`src/rtl/haze_pkg.sv`:
```
// Shared widths and pixel type for the haze-removal datapath.
package haze_pkg;
  localparam int PIX_W   = 24;
  localparam int CH_W    = 8;
  localparam int TX_W    = 12;
  localparam int TX_FRAC = 8;

  typedef struct packed {
    logic [CH_W-1:0] r;
    logic [CH_W-1:0] g;
    logic [CH_W-1:0] b;
  } rgb_t;
endpackage

```
`src/rtl/scene_radiance_recovery_if.sv`:
```
// Pixel, tx and output streams of scene_radiance_recovery, plus its status outputs.
interface scene_radiance_recovery_if;
  import haze_pkg::*;

  // Handshake: a transfer happens on a rising clk edge where valid && ready are both high.
  // pix_valid and tx_valid do not wait for ready; out_pix holds steady while out_ready is low.
  logic             pix_valid;
  logic [PIX_W-1:0] pix;
  logic             pix_ready;
  logic             tx_valid;
  logic [TX_W-1:0]  tx_inv;
  logic             tx_ready;
  logic [CH_W-1:0]  Ar;
  logic [CH_W-1:0]  Ag;
  logic [CH_W-1:0]  Ab;
  logic             out_valid;
  logic [PIX_W-1:0] out_pix;
  logic             out_ready;
  logic             ovf_err;
  logic             unf_err;
  logic [15:0]      out_count;

  modport master (
    output pix_valid, pix, tx_valid, tx_inv, Ar, Ag, Ab, out_ready,
    input  pix_ready, tx_ready, out_valid, out_pix, ovf_err, unf_err, out_count
  );

  modport slave (
    input  pix_valid, pix, tx_valid, tx_inv, Ar, Ag, Ab, out_ready,
    output pix_ready, tx_ready, out_valid, out_pix, ovf_err, unf_err, out_count
  );
endinterface

```
`src/rtl/scene_radiance_recovery_pix_fifo.sv`:
```
// Raw-pixel FIFO with count-based full/empty; the head is read combinationally.
module pix_fifo #(
  parameter int DEPTH = 4,
  parameter int W     = 24
) (
  input  logic         clk,
  input  logic         rst_n,
  input  logic         push,
  input  logic         pop,
  input  logic [W-1:0] din,
  output logic [W-1:0] dout,
  output logic         full,
  output logic         empty
);
  localparam int AW = (DEPTH > 1) ? $clog2(DEPTH) : 1;

  logic [W-1:0]  mem_q [DEPTH];
  logic [AW-1:0] wr_ptr_q, wr_ptr_d;
  logic [AW-1:0] rd_ptr_q, rd_ptr_d;
  logic [AW:0]   count_q, count_d;

  // Pointers wrap naturally because DEPTH is a power of two.
  always_comb begin
    wr_ptr_d = wr_ptr_q;
    rd_ptr_d = rd_ptr_q;
    count_d  = count_q;
    if (push) wr_ptr_d = wr_ptr_q + 1'b1;
    if (pop)  rd_ptr_d = rd_ptr_q + 1'b1;
    if (push && !pop)      count_d = count_q + 1'b1;
    else if (pop && !push) count_d = count_q - 1'b1;
  end

  always_ff @(posedge clk or negedge rst_n) begin
    if (!rst_n) begin
      wr_ptr_q <= '0;
      rd_ptr_q <= '0;
      count_q  <= '0;
    end else begin
      wr_ptr_q <= wr_ptr_d;
      rd_ptr_q <= rd_ptr_d;
      count_q  <= count_d;
    end
  end

  always_ff @(posedge clk) begin
    if (push) mem_q[wr_ptr_q] <= din;
  end

  assign dout  = mem_q[rd_ptr_q];
  assign full  = (count_q == (AW+1)'(DEPTH));
  assign empty = (count_q == '0);
endmodule

```
`src/rtl/scene_radiance_recovery.sv`:
```
// Haze-free pixel recovery J = (I - A) * tx_inv + A, pairing each tx with the oldest buffered pixel.
module scene_radiance_recovery
  import haze_pkg::*;
#(
  parameter int DEPTH = 4,
  parameter int FRAC  = TX_FRAC
) (
  input logic                      clk,
  input logic                      rst_n,
  scene_radiance_recovery_if.slave bus
);
  localparam logic signed [20:0] RND = 21'(2 ** (FRAC - 1));

  logic             fifo_full, fifo_empty, push, pop, stall;
  logic [PIX_W-1:0] fifo_dout;

  logic                  s1_v_q, s1_v_d, s2_v_q, s2_v_d, out_valid_q, out_valid_d;
  logic [2:0][CH_W-1:0]  s1_pix_q, s1_pix_d, s1_a_q, s1_a_d, s2_a_q, s2_a_d;
  logic [TX_W-1:0]       s1_tx_q, s1_tx_d;
  logic [2:0][12:0]      s2_r_q, s2_r_d, r_calc;
  logic [2:0][CH_W-1:0]  out_pix_q, out_pix_d, clamp_calc;
  logic                  ovf_q, ovf_d, unf_q, unf_d;
  logic [15:0]           out_count_q, out_count_d;

  function automatic logic [CH_W-1:0] clamp_u8(input logic signed [13:0] v);
    if (v < 0)              return '0;
    else if (v > 14'sd255)  return 8'hFF;
    else                    return v[CH_W-1:0];
  endfunction

  assign stall = out_valid_q && !bus.out_ready;
  // An empty FIFO never pops, even if a pixel is being pushed in the same cycle.
  assign pop   = bus.tx_valid && !stall && !fifo_empty;
  assign push  = bus.pix_valid && (!fifo_full || pop);

  pix_fifo #(.DEPTH(DEPTH), .W(PIX_W)) u_fifo (
    .clk   (clk),
    .rst_n (rst_n),
    .push  (push),
    .pop   (pop),
    .din   (bus.pix),
    .dout  (fifo_dout),
    .full  (fifo_full),
    .empty (fifo_empty)
  );

  // Per-channel arithmetic: S1->S2 difference, product and rounding; S2->S3 re-add and clamp.
  always_comb begin
    logic signed [8:0]  d;
    logic signed [20:0] p;
    logic signed [20:0] sh;
    logic signed [13:0] s;
    r_calc     = '0;
    clamp_calc = '0;
    for (int c = 0; c < 3; c++) begin
      d  = $signed({1'b0, s1_pix_q[c]}) - $signed({1'b0, s1_a_q[c]});
      p  = $signed({{12{d[8]}}, d}) * $signed({{(21-TX_W){1'b0}}, s1_tx_q});
      sh = (p + RND) >>> FRAC;
      r_calc[c] = sh[12:0];
      s  = $signed({s2_r_q[c][12], s2_r_q[c]}) + $signed({6'b0, s2_a_q[c]});
      clamp_calc[c] = clamp_u8(s);
    end
  end

  always_comb begin
    s1_v_d      = s1_v_q;
    s1_pix_d    = s1_pix_q;
    s1_a_d      = s1_a_q;
    s1_tx_d     = s1_tx_q;
    s2_v_d      = s2_v_q;
    s2_r_d      = s2_r_q;
    s2_a_d      = s2_a_q;
    out_valid_d = out_valid_q;
    out_pix_d   = out_pix_q;
    if (!stall) begin
      s1_v_d = pop;
      if (pop) begin
        s1_pix_d = fifo_dout;
        s1_a_d   = {bus.Ar, bus.Ag, bus.Ab};
        s1_tx_d  = bus.tx_inv;
      end
      s2_v_d = s1_v_q;
      if (s1_v_q) begin
        s2_r_d = r_calc;
        s2_a_d = s1_a_q;
      end
      out_valid_d = s2_v_q;
      if (s2_v_q) out_pix_d = clamp_calc;
    end
    ovf_d       = ovf_q || (bus.pix_valid && fifo_full && !pop);
    unf_d       = unf_q || (bus.tx_valid && !stall && fifo_empty);
    out_count_d = out_count_q;
    if (out_valid_q && bus.out_ready) out_count_d = out_count_q + 16'd1;
  end

  always_ff @(posedge clk or negedge rst_n) begin
    if (!rst_n) begin
      s1_v_q      <= 1'b0;
      s1_pix_q    <= '0;
      s1_a_q      <= '0;
      s1_tx_q     <= '0;
      s2_v_q      <= 1'b0;
      s2_r_q      <= '0;
      s2_a_q      <= '0;
      out_valid_q <= 1'b0;
      out_pix_q   <= '0;
      ovf_q       <= 1'b0;
      unf_q       <= 1'b0;
      out_count_q <= '0;
    end else begin
      s1_v_q      <= s1_v_d;
      s1_pix_q    <= s1_pix_d;
      s1_a_q      <= s1_a_d;
      s1_tx_q     <= s1_tx_d;
      s2_v_q      <= s2_v_d;
      s2_r_q      <= s2_r_d;
      s2_a_q      <= s2_a_d;
      out_valid_q <= out_valid_d;
      out_pix_q   <= out_pix_d;
      ovf_q       <= ovf_d;
      unf_q       <= unf_d;
      out_count_q <= out_count_d;
    end
  end

  assign bus.pix_ready = !fifo_full;
  assign bus.tx_ready  = !stall;
  assign bus.out_valid = out_valid_q;
  assign bus.out_pix   = out_pix_q;
  assign bus.ovf_err   = ovf_q;
  assign bus.unf_err   = unf_q;
  assign bus.out_count = out_count_q;
endmodule

```
`src/flat_wrapper.sv`:
```
// flat-port wrapper written by rule: the top's interface ports become plain ports
module scene_radiance_recovery_flat import haze_pkg::*;
#(
  parameter int DEPTH = 4,
  parameter int FRAC  = TX_FRAC
)
  (clk, rst_n, bus_pix_valid, bus_pix, bus_tx_valid, bus_tx_inv, bus_Ar, bus_Ag, bus_Ab, bus_out_ready, bus_pix_ready, bus_tx_ready, bus_out_valid, bus_out_pix, bus_ovf_err, bus_unf_err, bus_out_count);
  scene_radiance_recovery_if bus_i ();
  input logic clk;
  input logic rst_n;
  input wire logic [$bits(bus_i.pix_valid)-1:0] bus_pix_valid;
  input wire logic [$bits(bus_i.pix)-1:0] bus_pix;
  input wire logic [$bits(bus_i.tx_valid)-1:0] bus_tx_valid;
  input wire logic [$bits(bus_i.tx_inv)-1:0] bus_tx_inv;
  input wire logic [$bits(bus_i.Ar)-1:0] bus_Ar;
  input wire logic [$bits(bus_i.Ag)-1:0] bus_Ag;
  input wire logic [$bits(bus_i.Ab)-1:0] bus_Ab;
  input wire logic [$bits(bus_i.out_ready)-1:0] bus_out_ready;
  output wire logic [$bits(bus_i.pix_ready)-1:0] bus_pix_ready;
  output wire logic [$bits(bus_i.tx_ready)-1:0] bus_tx_ready;
  output wire logic [$bits(bus_i.out_valid)-1:0] bus_out_valid;
  output wire logic [$bits(bus_i.out_pix)-1:0] bus_out_pix;
  output wire logic [$bits(bus_i.ovf_err)-1:0] bus_ovf_err;
  output wire logic [$bits(bus_i.unf_err)-1:0] bus_unf_err;
  output wire logic [$bits(bus_i.out_count)-1:0] bus_out_count;
  assign bus_i.pix_valid = bus_pix_valid;
  assign bus_i.pix = bus_pix;
  assign bus_i.tx_valid = bus_tx_valid;
  assign bus_i.tx_inv = bus_tx_inv;
  assign bus_i.Ar = bus_Ar;
  assign bus_i.Ag = bus_Ag;
  assign bus_i.Ab = bus_Ab;
  assign bus_i.out_ready = bus_out_ready;
  assign bus_pix_ready = bus_i.pix_ready;
  assign bus_tx_ready = bus_i.tx_ready;
  assign bus_out_valid = bus_i.out_valid;
  assign bus_out_pix = bus_i.out_pix;
  assign bus_ovf_err = bus_i.ovf_err;
  assign bus_unf_err = bus_i.unf_err;
  assign bus_out_count = bus_i.out_count;
  scene_radiance_recovery #(.DEPTH(DEPTH), .FRAC(FRAC)) u_core (.clk(clk), .rst_n(rst_n), .bus(bus_i));
endmodule
```
`config.mk`:
```
export PLATFORM = sky130hd
export DESIGN_NAME = scene_radiance_recovery_flat
export DESIGN_NICKNAME = d
export VERILOG_FILES = /design/src/rtl/haze_pkg.sv /design/src/rtl/scene_radiance_recovery_if.sv /design/src/rtl/scene_radiance_recovery_pix_fifo.sv /design/src/rtl/scene_radiance_recovery.sv /design/src/flat_wrapper.sv
export SDC_FILE = /design/constraint.sdc
export NUM_CORES = 1
export LEC_CHECK = 0
export ABC_AREA = 1
export BUFFER_PORTS_ARGS = -buffer_cell sky130_fd_sc_hd__clkbuf_2
export CORE_MARGIN = 10
export CORE_UTILIZATION = 57
export DETAILED_ROUTE_END_ITERATION = 12
export HOLD_SLACK_MARGIN = 0.05
export MAX_ROUTING_LAYER = met4
export PLACE_DENSITY = 0.85
export SYNTH_ARGS = -nofsm -noshare
export SYNTH_HDL_FRONTEND = slang
export SYNTH_SLANG_ARGS = --single-unit
```
`constraint.sdc`:
```
create_clock -name clk -period 5.35 [get_ports clk]
set_input_delay 0.8025 -clock clk [delete_from_list [all_inputs] [get_ports clk]]
set_output_delay 0.8025 -clock clk [all_outputs]
set_load 0.01 [all_outputs]
```
# Word level (Yosys, flattened, before mapping)
# Memory sizes are Yosys's and may differ from the RTL's. A register that Yosys moved wholly into a read port is not among the register bits.
# Cells that the tools add are included.
# W data, S select, Z words.
dict set report classes {
  add_sub_neg 14
  multipliers 3
  div 0
  order_cmp 6
  n_eq_ne 1
  shift 0
  n_mux 10
  bitwise 1
  n_reduce_logical 25
}
# operator n
set op_table {}
lappend op_table {{$add A21 B9 Y21 const B} 3}
lappend op_table {{$mul A9 B13 Y21} 3}
lappend op_table {{$mux W8} 6}
lappend op_table {{$add A13 B9 Y14} 3}
lappend op_table {{$gt A14 B9 Y1 const B} 3}
lappend op_table {{$lt A14 B1 Y1 const B} 3}
lappend op_table {{$sub A8 B8 Y9} 3}
lappend op_table {{$add A16 B1 Y16 const B} 1}
lappend op_table {{$logic_and A1 B1 Y1} 10}
lappend op_table {{$logic_not A1 Y1} 7}
lappend op_table {{$mux W3} 2}
lappend op_table {{$reduce_and A2 Y1} 3}
lappend op_table {{$add A2 B1 Y2 const B} 2}
lappend op_table {{$add A3 B1 Y3 const B} 1}
lappend op_table {{$eq A3 B3 Y1 const B} 1}
lappend op_table {{$logic_not A3 Y1} 1}
lappend op_table {{$logic_or A1 B1 Y1} 3}
lappend op_table {{$sub A3 B1 Y3 const B} 1}
lappend op_table {{$mux W1} 2}
lappend op_table {{$reduce_bool A2 Y1} 1}
lappend op_table {{$not A1 Y1} 1}
dict set report totals {
  ff_bits 151
  latch_bits 0
  ram_bits 96
  mem_bits_ro 0
  in_bits 65
  out_inout_bits 45
  word_cells 83
  mem_count 1
}
# memory words word_bits read_ports rd_ports_with_merged_regs write_ports line_no
set mem_list {}
lappend mem_list {u_core.u_fifo.mem_q 4 24 1 1 1 scene_radiance_recovery_pix_fifo.sv:17} ;# logic [W-1:0] mem_q [DEPTH];

# Depth between registers and ports, before layout
dict set report depth {
  ltp_word 11
  depth_mapped 33
  depth_no_buf 33
}

# Cells and area by module
# Synthesis repeated with hierarchy kept, for this count alone.
dict set report unflattened {
  hier_cells 2772
  hier_area_um2 23506.3
}
# mod instances cells_each area_per_inst_um2 seq_area_each_um2
set modules_own_cells {}
lappend modules_own_cells {scene_radiance_recovery 1 2444 19183.4 4204.0}
lappend modules_own_cells {pix_fifo 1 328 4322.9 3057.9}

# Worst setup path after synthesis
# No wires, ideal clock.
dict set report synth_timing {
  kind {reg2reg}
  from {reg u_core.s1_a_q[0] (netlist bit)}
  to {reg u_core.s2_r_q[8] (netlist bit)}
  setup_time_ns 0.134
  arrival_ns 5.475
  required_time_ns 5.216
  slack_ns -0.259
  stages_incl_launch_ff 23
  n_path_buf 0
  period_less_slack_ns 5.609
  path_cell_list {dfrtp_1 > ha_1 > fa_1 > o21ai_1 > a21oi_1 > xnor2_1 > inv_2 > nor2_1 > fa_1 > fa_1 > fa_1 > inv_1 > fa_1 > inv_1 > ha_1 > ha_1 > a21oi_1 > o21ai_0 > a21oi_1 > nand2_1 > or2_2 > nand3_1 > o21ai_0}
}
dict set report synth_via {
  elab_chain_cells 3
}
# element line_no
set synth_rtl {}
lappend synth_rtl {{start: declaration} scene_radiance_recovery.sv:18} ;# logic [2:0][CH_W-1:0] s1_pix_q, s1_pix_d, s1_a_q, s1_a_d, s2_a_q, s2_a_d;
lappend synth_rtl {{start signal: assignment} scene_radiance_recovery.sv:100} ;# s1_a_q <= '0;
lappend synth_rtl {{start signal: assignment} scene_radiance_recovery.sv:113} ;# s1_a_q <= s1_a_d;
lappend synth_rtl {{$sub A8 B8 Y9} scene_radiance_recovery.sv:56} ;# d = $signed({1'b0, s1_pix_q[c]}) - $signed({1'b0, s1_a_q[c]});
lappend synth_rtl {{$mul A9 B13 Y21} scene_radiance_recovery.sv:57} ;# p = $signed({{12{d[8]}}, d}) * $signed({{(21-TX_W){1'b0}}, s1_tx_q});
lappend synth_rtl {{$add A21 B9 Y21} scene_radiance_recovery.sv:58} ;# sh = (p + RND) >>> FRAC;
lappend synth_rtl {{end signal: assignment} scene_radiance_recovery.sv:116} ;# s2_r_q <= s2_r_d;
lappend synth_rtl {{end: declaration} scene_radiance_recovery.sv:20} ;# logic [2:0][12:0] s2_r_q, s2_r_d, r_calc;
# Every way passes these cells.
# A chain may end at the register's enable or synchronous reset.

# Final worst setup path
dict set report layout_timing {
  from {reg u_core.s1_a_q[16] (netlist bit)}
  to {reg u_core.s2_r_q[36] (netlist bit)}
}
# Same word-level chain as after synthesis.

==> impl_metrics.json <==
{
  "startpoint_type": "register",
  "fin_cells": 3543,
  "routedWlPerCell_um": 18.8,
  "die_y_um": 221,
  "hold_class": "input port to async pin",
  "finalHoldViolCount": 0,
  "ys_ff_latch": 271,
  "layout_common_cells": "543 x nand2_1, 357 x inv_1, 309 x nor2_1",
  "drive_gt1_frac": 0.238,
  "cpPeakStageDelay_ns": 0.58,
  "syn_avg_cell_area_um2": 8.58,
  "vias": 19784,
  "netlist_top_cells_area": "fa_1 19%, dfrtp_1 19%, edfxtp_1 13%, ha_1 11%, nand2_1 9.8%",
  "fin_skew_ns": 0.0177,
  "core_um2": 39700,
  "postCtsHoldBufs": 0,
  "synth_edf_count": 96,
  "cts.clk_slew.worst_paths_ns": 0.06,
  "place_inst": 3449,
  "die-area_um2": 48600,
  "antenna_found_initial": 2,
  "num_rows": 73,
  "grt_pass1_vias": 20410,
  "grt_overflow": 0,
  "slew_violations": 0,
  "synth_flop_cell": "dfrtp_1",
  "rsz0062_at_grt": "yes",
  "worstPathArrival_ns": 6.14,
  "max_slew_margin": 0.320,
  "clockRootBuffer": "clkbuf_16",
  "status": "complete, but fails checks",
  "layout_commonest_cell": "nand2_1",
  "synth.yosys.warnings": 0,
  "worst_pin_slew_ns": 1.02,
  "fin_nets": 3486,
  "ys_seq_area_frac": 0.317,
  "io_buffers": 109,
  "cts_tree": "done",
  "post-place-ws_ns": -0.435,
  "required_ns": 5.81,
  "wirelength_um": 66500,
  "drt_pass1_iterations": 6,
  "hpwl_um": 48400,
  "synth_top_area_share": 0.192,
  "drt_iter0_drc": 1844,
  "clockBufferDepth": 3,
  "syn_nets": 3165,
  "endpoint_kind": "register",
  "io_pins": 110,
  "vias_per_cell": 5.58,
  "multi_input_area_um2": 15300,
  "cts.sinks": 271,
  "min_period_ns": 5.68,
  "maxCapViolations": 0,
  "min_period_over_period": 1.06,
  "ys_types": 46,
  "netlist_area_um2": 22900,
  "start_util": 0.577,
  "fmax_mhz": 176,
  "crit_type": "register to register",
  "cp_slowest_cell": "fa_1",
  "clock_latency_ns": 0.58,
  "htreeDepth": 1,
  "synth_top_cell_by_area": "fa_1",
  "ant_nets": 0,
  "synthArstFlopShare": 0.646,
  "crit_path_frequent_cell": "nand2_1",
  "drc": 0,
  "die_width_um": 221,
  "grt_pass1_wl_um": 104000,
  "setup-violations-final": 36,
  "synthCells": 2673,
  "area_delta_synth_final_pct": 23.2,
  "grt_usage": 0.276,
  "seqCellArea_um2": 7260,
  "gp_congestion": 0.974,
  "cts_inserted_buffers": 28,
  "setup_ws_ns": -0.332,
  "fill_cells": 2778,
  "grt_max_degree": 103,
  "violations": "setup timing",
  "crit_path_max_fanout": 4
}
-- final timing paths --
kind                                         from                     end  slack (ns)  cells after the start
max                             u_core.s1_a_q[16]       u_core.s2_r_q[36]       -0.33                     25
min                                         rst_n  u_core.bus.out_pix[17]        0.25                      1
max reg2reg                     u_core.s1_a_q[16]       u_core.s2_r_q[36]       -0.33                     25
min reg2reg                u_core.bus.out_pix[18]  u_core.bus.out_pix[18]        0.48                      2
max in group asynchronous                   rst_n       u_core.s1_tx_q[3]        3.98                      2
min in group clk                        bus_Ag[5]       u_core.s1_a_q[13]        0.43                      3
-- cell families after synthesis --
logic type / share of synthesized area
fa+ha+maj: 0.305
compound gates: 0.0745
mux: 0.000491
flops: 0.317
buf+inv: 0.0789
xor+xnor: 0.0309
simple gates: 0.193
-- metal layers --
layer	share of wire	vias up	track usage
met3	0.073	231	0.0391
met1	0.38	9594	0.332
met2	0.49	885	0.460
met4	0.051	0	0.117
met5	0	-	-
li1	-	9074	-
-- worst max-delay path: cells and delay by family (launching register included) --
kind | cells | cell delay, ns
AOI/OAI and AO/OA | 1 | 0.20
xor gates and xnor gates | 1 | 0.16
adders and majority gates | 8 | 3.24
buffers and inverters | 6 | 0.80
DFF | 1 | 0.39
and+or+nand+nor | 9 | 0.76
-- cells in the mapped netlist, types with 6 or more instances --
cell and count:
nand2_1 601, inv_1 372, nor2_1 349, fa_1 220, ha_1 207, dfrtp_1 175, o21ai_0 164, edfxtp_1 96
a21oi_1 93, nand3_1 83, clkbuf_1 62, xnor2_1 46, xor2_1 35, a31oi_1 21, buf_2 18, nand4_1 18
or2_2 18, nor3_1 15, clkinv_1 8, o22ai_1 7, o21ai_1 6
-- per-stage QoR --
step	util	instance area (µm²)	TNS, ns	hold slack [ns]
global route	0.711	28300	-13.87	0.310
CTS	0.689	27400	-3.33	0.284
detailed placement	0.644	25600	-10.43	0.459
finish	0.711	28300	-6.46	0.253
floorplan	-	23000	-0.152	0.432
global placement	0.644	25600	-7.71	0.449
-- flip-flops by register name, indices dropped and copies added, names as in the netlist --
signal                  flops
u_core.bus.out_count       16
u_core.bus.out_pix         24
u_core.bus.out_valid        1
u_core.bus.ovf_err          1
u_core.bus.unf_err          1
u_core.s1_a_q              24
u_core.s1_pix_q            24
u_core.s1_tx_q             12
u_core.s1_v_q               1
u_core.s2_a_q              24
u_core.s2_r_q              39
u_core.s2_v_q               1
u_core.u_fifo.count_q       3
u_core.u_fifo.mem_q        96
u_core.u_fifo.rd_ptr_q      2
u_core.u_fifo.wr_ptr_q      2
-- area by class of cell --
cell class | count | area share
Clock inverter | 13 | 0.00562
Tap cell | 525 | 0.0232
Antenna cell | 2 | 0.000177
Sequential cell | 271 | 0.257
Multi-Input combinational cell | 1932 | 0.541
Clock buffer | 39 | 0.0280
Inverter | 386 | 0.0518
Timing Repair Buffer | 375 | 0.0934
-- repair_timing --
action / 4_1_cts / 5_1_grt
setup endpoints to repair: 38 / 39
pin swaps: 71 / 125
gates resized for setup: 139 / 190
buffers inserted: 23 / 19
Power is not shown: default switching activity piles up to over one toggle a cycle in this logic, so the estimate is an artifact.
